## src/rtl/iccm_port_arbiter.sv

```systemverilog
// iccm_port_arbiter
// Single-port arbiter and boot sequencer for the instruction memory.
// Programmer writes always win; core fetch is only served in RUN, after a
// programming session has finished and the read path has drained. The
// core is held in reset in every state except RUN.
module iccm_port_arbiter #(
    parameter int AW = 12,
    parameter int DW = 32
) (
    input  logic          clk_i,
    input  logic          rst_ni,
    input  logic          prog_we_i,
    input  logic [AW-1:0] prog_addr_i,
    input  logic [DW-1:0] prog_wdata_i,
    input  logic          prog_done_i,
    input  logic          fetch_req_i,
    input  logic [AW-1:0] fetch_addr_i,
    output logic          fetch_gnt_o,
    output logic [DW-1:0] fetch_rdata_o,
    output logic          fetch_rvalid_o,
    output logic          mem_req_o,
    output logic          mem_we_o,
    output logic [AW-1:0] mem_addr_o,
    output logic [DW-1:0] mem_wdata_o,
    input  logic [DW-1:0] mem_rdata_i,
    input  logic          mem_rvalid_i,
    output logic          core_hold_o,
    output logic          prog_active_o,
    output logic [AW:0]   wr_count_o
);

    typedef enum logic [1:0] {
        ST_IDLE,
        ST_PROGRAM,
        ST_DRAIN,
        ST_RUN
    } state_e;

    // Count saturates at 2^AW, which needs the extra MSB of wr_count.
    localparam logic [AW:0] WR_ONE = {{AW{1'b0}}, 1'b1};
    localparam logic [AW:0] WR_MAX = {1'b1, {AW{1'b0}}};
    // Number of quiet DRAIN cycles required before releasing the core.
    localparam logic [1:0]  DRAIN_CYCLES = 2'd2;

    state_e      state_q, state_d;
    logic [1:0]  drain_cnt_q, drain_cnt_d;
    logic        rd_pending_q, rd_pending_d;
    logic [AW:0] wr_count_q, wr_count_d;
    logic        fetch_gnt;

    // Port arbitration: programmer write first, then fetch (RUN only).
    always_comb begin
        fetch_gnt   = (state_q == ST_RUN) && fetch_req_i && !prog_we_i;
        mem_req_o   = prog_we_i || fetch_gnt;
        mem_we_o    = prog_we_i;
        mem_addr_o  = '0;
        mem_wdata_o = '0;
        if (prog_we_i) begin
            mem_addr_o  = prog_addr_i;
            mem_wdata_o = prog_wdata_i;
        end else if (fetch_gnt) begin
            mem_addr_o  = fetch_addr_i;
        end
    end

    // Next state, drain counter, read-pending flag and write count.
    always_comb begin
        // NOTE: every variable gets a default before any branch so no
        // path leaves it unassigned, which would otherwise infer a latch.
        state_d      = state_q;
        drain_cnt_d  = drain_cnt_q;
        rd_pending_d = rd_pending_q;
        wr_count_d   = wr_count_q;

        if (fetch_gnt) begin
            rd_pending_d = 1'b1;
        end else if (mem_rvalid_i) begin
            rd_pending_d = 1'b0;
        end

        // A write from IDLE or RUN opens a new session and counts as one.
        if (prog_we_i) begin
            if (state_q == ST_IDLE || state_q == ST_RUN) begin
                wr_count_d = WR_ONE;
            end else if (wr_count_q != WR_MAX) begin
                wr_count_d = wr_count_q + WR_ONE;
            end
        end

        unique case (state_q)
            ST_IDLE: begin
                if (prog_done_i) begin
                    state_d     = ST_DRAIN;
                    drain_cnt_d = 2'd0;
                end else if (prog_we_i) begin
                    state_d = ST_PROGRAM;
                end
            end
            ST_PROGRAM: begin
                if (prog_done_i) begin
                    state_d     = ST_DRAIN;
                    drain_cnt_d = 2'd0;
                end
            end
            ST_DRAIN: begin
                // A late write restarts the quiet period.
                if (prog_we_i) begin
                    drain_cnt_d = 2'd0;
                end else begin
                    if (drain_cnt_q != DRAIN_CYCLES) begin
                        drain_cnt_d = drain_cnt_q + 2'd1;
                    end
                    if (drain_cnt_d == DRAIN_CYCLES && !rd_pending_q) begin
                        state_d = ST_RUN;
                    end
                end
            end
            ST_RUN: begin
                // prog_done in RUN is ignored.
                if (prog_we_i) begin
                    state_d = ST_PROGRAM;
                end
            end
            default: state_d = ST_IDLE;
        endcase
    end

    // State registers; reset aborts any session and drops in-flight reads.
    always_ff @(posedge clk_i or negedge rst_ni) begin
        if (!rst_ni) begin
            state_q      <= ST_IDLE;
            drain_cnt_q  <= 2'd0;
            rd_pending_q <= 1'b0;
            wr_count_q   <= '0;
        end else begin
            // NOTE: non-blocking assignments make every register sample
            // the pre-edge values, independent of statement order.
            state_q      <= state_d;
            drain_cnt_q  <= drain_cnt_d;
            rd_pending_q <= rd_pending_d;
            wr_count_q   <= wr_count_d;
        end
    end

    // Read return and status outputs.
    always_comb begin
        fetch_gnt_o    = fetch_gnt;
        fetch_rvalid_o = mem_rvalid_i && rd_pending_q;
        fetch_rdata_o  = fetch_rvalid_o ? mem_rdata_i : '0;
        core_hold_o    = (state_q != ST_RUN);
        prog_active_o  = (state_q == ST_PROGRAM);
        wr_count_o     = wr_count_q;
    end

endmodule

```

## config.mk

```make
export PLATFORM = sky130hd
export DESIGN_NAME = iccm_port_arbiter
export DESIGN_NICKNAME = d
export VERILOG_FILES = /design/src/rtl/iccm_port_arbiter.sv
export SDC_FILE = /design/constraint.sdc
export NUM_CORES = 1
export LEC_CHECK = 0
export BUFFER_PORTS_ARGS = -buffer_cell sky130_fd_sc_hd__buf_2
export CAP_MARGIN = 20
export CELL_PAD_IN_SITES_DETAIL_PLACEMENT = 1
export CELL_PAD_IN_SITES_GLOBAL_PLACEMENT = 2
export CORE_AREA = 2 2 110 112
export DETAILED_ROUTE_END_ITERATION = 16
export DIE_AREA = 0 0 112 114
export PLACE_DENSITY_LB_ADDON = 0.05
export SLEW_MARGIN = 20
export SYNTH_ARGS = -nofsm -noshare
export SYNTH_HDL_FRONTEND = slang
export SYNTH_SLANG_ARGS = --single-unit
```

## constraint.sdc

```tcl
create_clock -name clk_i -period 2.4 [get_ports clk_i]
set_input_delay 0.24 -clock clk_i [delete_from_list [all_inputs] [get_ports clk_i]]
set_output_delay 0.24 -clock clk_i [all_outputs]
set_load 0.01 [all_outputs]
```

==> out/results.ini, run 1 <==
[outcome]
status = finished clean

[grt]
track_usage_pct = 12.99
grt_max_degree = 55
antenna_found_initial = 0
grt_pass1_vias = 2317
grt_pass1_wl_um = 13090
overflow = 0

[power]
max-vdd-ir-drop_mv = 0.2334
power.density_nw_per_um2 = 657.8
leakage_uw = 0.001748

[clock_tree]
root_buffer = clkbuf_16
post_cts_buffers = 0
cts_resized = 0
numCtsBuffers = 3
path_clk_slew_ns = 0.06
clock_path_buffers = 2
h-tree-depth = 1
tritoncts = done
clk_latency_ns = 0.25
cts.sinks = 18

[place]
dpl_cell_area_um2 = 2790
numPortBuffers = 188
place_congestion = 0.7381
dp_hpwl_um = 7106

[drt]
via_count = 2325
wl_per_cell_um = 16.20
first_pass_iters = 3
ant_nets = 0
totalWireLength_um = 8827
drtIter0Drc = 123
drcViolationCount = 0
via_per_inst = 4.266

[die]
coreArea_um2 = 11710
die_w_um = 112
rows = 40
initial_utilization_pct = 14.44
dieArea_um2 = 12770
pin_count = 189
die_height_um = 114

[timing]
rsz0062_at_grt = no
slew_violations = 0
fin_worst_skew_ns = 0.001708
final-setup-viol-count = 0
max_freq_mhz = 519.0
hold_violations = 0
min_period_over_period_pct = 80.29
worst-slew-pin-transition_ns = 0.4768
max_slew_margin_pct = 68.21
period_minus_slack_ns = 1.927
finalSetupTns_ns = 0

[synthesis]
synth_simple_gate_area_share_pct = 39.72
synth_warnings = 0
synth_compound_area_share_pct = 21.01
synth_cell_types = 39
synth_cells = 215
synth_top_family_by_area = simple AND/OR/NAND/NOR gates
synth_fa_ha_area_share_pct = 5.178
syn_area_um2 = 1692
synth.net_count = 316
synth_mux_area_share_pct = 0.5917
synth_xor_area_share_pct = 0
synth-seq-cells = 18
seq_area_frac_synth_pct = 26.63
avgSynthCellArea_um2 = 7.868

[cells_and_area]
fill_cells = 1469
area_growth_syn_to_layout_pct = 70.78
mostFrequentLayoutCell = buf_2
utilization_pct = 24.67
multi_input_area_um2 = 1125
layout.area.seq_um2 = 450.4
antennaDiodeCount = 0
final_cell_mix = buf_2 (188), and2_1 (33), and3_1 (33), dfrtp_1 (18), a22o_1 (17)
stdcell_area_um2 = 2889
fin_nets = 500
drive_above_1_share_pct = 51.51

[worst_setup_path]
required_ns = 2.55
end_kind = flop
worstPathArrival_ns = 2.07
crit_fanout = 8
critPathLaunchType = flop
worstSetupPathType = reg2reg

[job]
drv_cap = 0

[min_path]
hold_class = in2reg

-- worst max-delay path, stage by stage, from the launching register on --
cell     delay [ns]
dfrtp_1        0.43
inv_1          0.09
ha_1           0.45
nand2_1        0.22
a31oi_1        0.20
buf_4          0.18
inv_1          0.04
o41ai_1        0.21
-- flip-flops by register name, summed over array words and instances (netlist names) --
name and cells:
wr_count_o 13, state_q 2, rd_pending_q 1, drain_cnt_q 2
-- final cells by class --
class	count	area share, %
clock buffers	4	3.075
multi-input cells	168	38.93
repair buffers	194	34.21
inverters	14	1.819
flip-flops and latches	18	15.59
well taps	147	6.366
-- path summary, 6_finish.rpt --
path / startpoint / to / slack (ns) / cells after the start
setup / recovery: state_q[1] / wr_count_o[9] / 0.47 / 7
hold reg to reg: drain_cnt_q[1] / drain_cnt_q[1] / 0.56 / 2
hold / removal: fetch_req_i / rd_pending_q / 0.33 / 3
min in group asynchronous: rst_ni / wr_count_o[6] / 0.47 / 2
setup reg to reg: state_q[1] / wr_count_o[9] / 0.47 / 7
max in group asynchronous: rst_ni / wr_count_o[1] / 1.62 / 2
-- cell families (layout without fill, tap and decap cells) --
family	Yosys count	count (layout)
adder cells (fa/ha/maj)	7	7
AO/OA/AOI/OAI	50	50
buffers and inverters	29	212
AND/OR/NAND/NOR	110	110
multiplexers	1	1
flip-flops	18	18
-- power by group --
| part | internal [uW] | switching (uW) |
|---|---|---|
| Combinational | 443 | 613 |
| Sequential | 370 | 96.1 |
| Clock | 254 | 124 |
-- metal layers --
layer	global-route usage, %	routed length (um)	up-vias
met2	25.45	4958	82
met5	0	0	-
li1	-	-	1138
met3	2.444	459	4
met1	15.06	3337	1101
met4	1.545	72	0
-- per-stage QoR --
step / hold WS [ns] / setup WS (ns) / power [uW] / instances
finish: 0.3254 / 0.4732 / 1900 / 545
detailed placement: 0.2293 / 0.4678 / 1553 / 540
global placement: 0.2237 / 0.5190 / 1561 / 540
CTS: 0.3276 / 0.4394 / 1948 / 545
floorplan: -0.05559 / 0.6520 / 1091 / 215
global route: 0.3465 / 0.2166 / 2088 / 545
-- cells in the mapped netlist, drive strengths merged --
library cell / number / area [um^2]
ha: 7 / 87.58
a21o: 2 / 15.01
nor2: 6 / 22.52
dfrtp: 18 / 450.4
nand4b: 2 / 17.52
nand4: 2 / 12.51
and3: 34 / 214.0
or3b: 1 / 8.760
nor2b: 1 / 6.260
o22ai: 1 / 6.260
a21boi: 2 / 15.01
o31ai: 2 / 15.01
clkbuf: 13 / 48.80
inv: 14 / 52.55
buf: 2 / 15.01
o41ai: 1 / 8.760
or3: 2 / 18.77
nand2b: 2 / 12.51
nor3: 5 / 25.02
or4: 1 / 7.510
a21oi: 7 / 35.03
nor4: 3 / 18.77
nand3: 4 / 32.53
a31oi: 2 / 12.51
o211ai: 3 / 22.52
o21ai: 10 / 50.05
nor3b: 1 / 7.510
and2: 33 / 206.5
a22oi: 1 / 7.510
a22o: 18 / 158.9
mux2i: 1 / 10.01
nand2: 11 / 43.80
nor4b: 2 / 17.52
a31o: 1 / 8.760
-- what timing repair did --
item | in CTS | in global routing
endpoints found under the hold margin | 18 | 0
endpoints found under the setup margin | 0 | 0
hold buffers | 1 | 0
(Power assumes the default switching activity.)
==> inputs of run 2 (changes only) <==
- CORE_AREA: 2 2 110 112 -> 2 2 113 115
- DIE_AREA: 0 0 112 114 -> 0 0 115 117
- clock period: 2.4 -> 1.7 ns (I/O delays scaled with it)
==> out/results.ini, run 2 (synthesis results as in run 1) <==
[outcome]
status = finished clean

[worst_setup_path]
cp_cell_sequence = ha_4, nand2_4, nor2_4, buf_6, a22o_1, buf_2
required_ns = 1.53
worstSetupPathType = reg2out
end_kind = primary output
critPathLaunchType = flop
path_delay_family = flip-flops
path_buf_inv = 2
max_stage_delay_ns = 0.42
cp_slowest_cell = dfrtp_1
worstPathArrival_ns = 1.50
crit_fanout = 7

[clock_tree]
clk_latency_ns = 0.25
root_buffer = clkbuf_16
cts.sinks = 18
path_clk_slew_ns = 0.06
tritoncts = done
h-tree-depth = 1
clock_path_buffers = 2
numCtsBuffers = 3

[place]
numPortBuffers = 188
dp_hpwl_um = 7407
place_inst = 567
place_congestion = 0.6979

[drt]
first_pass_iters = 4
ant_nets = 0
via_count = 2423
wl_per_cell_um = 15.88
drtIter0Drc = 61
drcViolationCount = 0
totalWireLength_um = 9165
via_per_inst = 4.199

[timing]
min_period_over_period_pct = 98.05
max_freq_mhz = 600.0
fin_worst_skew_ns = 0.001531
max_slew_margin_pct = 68.68
period_minus_slack_ns = 1.667
worst-slew-pin-transition_ns = 0.4699
slew_violations = 0
rsz0062_at_grt = yes
final-setup-viol-count = 0
finalSetupTns_ns = 0
hold_violations = 0

[grt]
grt_pass1_wl_um = 12850
track_usage_pct = 12.24
grt_pass1_vias = 2306
overflow = 0
grt_max_degree = 44
antenna_found_initial = 0

[power]
leakage_uw = 0.001908
power.density_nw_per_um2 = 997.5
max-vdd-ir-drop_mv = 0.3406

[die]
rows = 41
dieArea_um2 = 13460
coreArea_um2 = 12310
pin_count = 189
die_w_um = 115
initial_utilization_pct = 13.74
die_height_um = 117

[cells_and_area]
fin_nets = 529
fill_cells = 1527
utilization_pct = 26.33
drive_above_1_share_pct = 58.55
largest_reg_flops = 13
mostFrequentLayoutCell = buf_2
final_cell_mix = buf_2 (185), and2_1 (33), and3_1 (33), buf_4 (33)
antennaDiodeCount = 0
area_growth_syn_to_layout_pct = 91.64
final_cells = 577

[job]
drv_cap = 0

[min_path]
hold_class = in2reg

## run 2: cell count changes in the layout (fill, tap and decap cells not counted), sizes merged
cell      change
clkinvlp      +1
buf          +29
inv           -1
## run 2: through the flow
step                      setup WS [ns]  instance area [um^2]  hold slack [ns]  total power (uW)
after floorplan                 0.02205                  1697          -0.1256              1552
after detailed placement       -0.01651                  2979           0.1670              2481
after global placement          0.02668                  2979           0.1543              2479
final                           0.03320                  3242           0.2370              3234
after global routing           -0.06290                  3242           0.2637              3534
after CTS                     -0.007716                  3129           0.2202              3154
## run 2: path summary, 6_finish.rpt
check                               start              to  slack (ns)  cells after the start
max                            state_q[1]   mem_addr_o[0]        0.03                      6
max in group asynchronous          rst_ni   wr_count_o[2]        0.95                      2
min in group asynchronous          rst_ni  wr_count_o[10]        0.40                      2
min reg2reg                drain_cnt_q[0]  drain_cnt_q[0]        0.61                      2
max reg2reg                 wr_count_o[0]  wr_count_o[11]        0.04                      5
min                           fetch_req_i    rd_pending_q        0.24                      3
## run 2: cell type report
class	count	area (um^2)	share of cell area (%)
multi-input combinational	168	1229	37.90
inverter	14	56.30	1.737
sequential	18	451.7	13.93
timing repair buffer	223	1229	37.90
tap	150	187.7	5.789
clock buffer	4	88.84	2.740
## run 2: worst min-delay path, cell delays in order
cell and delay [ns]:
buf_2 0.12, nand2_4 0.08, o22ai_1 0.07
## run 2: power by group
part	total, uW	internal [uW]	switching [uW]
Sequential	641	525	117
Combinational	2060	989	1070
Clock	535	359	177
Total	3230	1870	1360
## run 2: what timing repair did
item                                    CTS  global route
gates resized for setup                  12            17
endpoints found under the setup margin   19            25
endpoints found under the hold margin    18             0
hold buffers                              1             0
setup buffers                             1             3
pin swaps                                 0             5
gates cloned                              0             1
## run 2: metal layers
| layer | track usage, % | part of all wire, % | up-vias | wire (um) |
|---|---|---|---|---|
| li1 | - | - | 1198 | - |
| met1 | 14.20 | 38 | 1134 | 3523 |
| met2 | 24.31 | 57 | 86 | 5186 |
| met3 | 1.802 | 4.6 | 5 | 423 |
| met4 | 1.446 | 0.34 | 0 | 31 |
| met5 | 0 | 0 | - | 0 |
==> inputs of run 3 (changes only) <==
- CORE_AREA: 2 2 113 115 -> 2 2 103 105
- DIE_AREA: 0 0 115 117 -> 0 0 105 107
- clock period: 1.7 -> 2.1 ns (I/O delays scaled with it)
==> out/results.ini, run 3 (synthesis results as in run 1) <==
[drt]
drcViolationCount = 0
ant_nets = 0
drtIter0Drc = 163
first_pass_iters = 4
via_per_inst = 4.360
wl_per_cell_um = 15.30
totalWireLength_um = 8202
via_count = 2337

[power]
leakage_uw = 0.001741
max-vdd-ir-drop_mv = 0.2990
power.density_nw_per_um2 = 726.2

[timing]
rsz0062_at_grt = no
period_minus_slack_ns = 1.892
slew_violations = 0
final-setup-viol-count = 0
max_freq_mhz = 528.4
fin_worst_skew_ns = 0.004983
max_slew_margin_pct = 69.67
finalSetupTns_ns = 0
hold-worst-slack_ns = 0.2513
hold_violations = 0
min_period_over_period_pct = 90.12
worst-slew-pin-transition_ns = 0.4549
worst_slack_ns = 0.2075

[die]
die_height_um = 107
die_w_um = 105
dieArea_um2 = 11240
pin_count = 189
coreArea_um2 = 10090
initial_utilization_pct = 16.76
rows = 37

[place]
pre_cts_slack_ns = 0.3360
numPortBuffers = 188
place_congestion = 0.7079
dp_hpwl_um = 6617

[cells_and_area]
final_cell_mix = buf_2 (188), and2_1 (33), and3_1 (33), dfrtp_1 (18), a22o_1 (17)
antennaDiodeCount = 0
mostFrequentLayoutCell = buf_2
fin_nets = 502
area_growth_syn_to_layout_pct = 68.86
fill_cells = 1292
layout.area.seq_um2 = 450.4
largest_reg_flops = 13
utilization_pct = 28.30
drive_above_1_share_pct = 51.75
multi_input_area_um2 = 1125

[min_path]
hold_end = state_q[0]
worstHoldStart = prog_done_i
hold_class = in2reg
hold_path_depth = 4

[worst_setup_path]
reg2reg_from = state_q[1]
crit_fanout = 13
r2r_setup_slack_ns = 0.30
worstPathArrival_ns = 1.68
end_kind = primary output
rr_endpoint = wr_count_o[9]
critPathLaunchType = flop
worstSetupPathType = reg2out
r2r_cells = 6
required_ns = 1.89

[clock_tree]
root_buffer = clkbuf_8
numCtsBuffers = 3
h-tree-depth = 1
cts_resized = 0
path_clk_slew_ns = 0.08
clock_path_buffers = 2
clk_latency_ns = 0.26
cts.sinks = 18
tritoncts = done

[grt]
grt_max_degree = 42
grt_pass1_wl_um = 12390
grt_pass1_vias = 2275
track_usage_pct = 13.74
overflow = 0
antenna_found_initial = 0

[job]
drv_cap = 0

[outcome]
status = finished clean

-- run 3: final cells by class --
| cell class | instances | share of cell area [%] |
|---|---|---|
| Clock buffer | 4 | 1.927 |
| Inverter | 14 | 1.840 |
| Multi-Input combinational cell | 168 | 39.38 |
| Tap cell | 136 | 5.957 |
| Sequential cell | 18 | 15.77 |
| Timing Repair Buffer | 196 | 35.13 |
-- run 3: timing repair --
action	CTS	global route
endpoints found under the hold margin	18	0
hold buffers	1	0
setup buffers	0	0
-- run 3: worst max path at each step --
| stage | cells after the start | endpoint | from | slack (ns) |
|---|---|---|---|---|
| after floorplan | 6 | state_q[1] | drain_cnt_q[0] | 0.35 |
| after global placement | 6 | wr_count_o[9] | state_q[1] | 0.41 |
| after detailed placement | 5 | wr_count_o[12] | wr_count_o[0] | 0.34 |
| after CTS | 6 | mem_addr_o[8] | state_q[1] | 0.18 |
| after global routing | 6 | mem_addr_o[5] | state_q[0] | 0.03 |
| final | 6 | mem_addr_o[8] | state_q[1] | 0.21 |
-- run 3: through the flow --
| step | area (um^2) | std cells | power [uW] |
|---|---|---|---|
| floorplan | 1692 | 215 | 1247 |
| global placement | 2791 | 531 | 1807 |
| detailed placement | 2791 | 531 | 1814 |
| CTS | 2856 | 536 | 2126 |
| global route | 2856 | 536 | 2286 |
| finish | 2856 | 536 | 2074 |
-- run 3: where the power goes --
group          switching [uW]  leakage, uW  total [uW]  internal (uW)
Combinational             706      0.00147        1250            542
Sequential                107     0.000239         529            422
Clock                     129    0.0000288         296            167
Total                     943      0.00174        2070           1130
-- run 3: worst max-delay path, stage by stage, from the launching register on --
cell	delay (ns)
dfrtp_1	0.44
ha_1	0.26
nand2_1	0.12
nor2_1	0.10
buf_4	0.20
a22o_1	0.16
buf_2	0.14
-- run 3: layer usage --
layer  vias to the layer above  routed length, um  global-route usage (%)  part of all wire, %
met3                         8                625                   4.012                  7.6
met1                      1082               3104                   14.91                   38
met4                         0                108                   2.952                  1.3
li1                       1141                  -                       -                    -
met2                       106               4364                   26.30                   53
met5                         -                  0                       0                    0
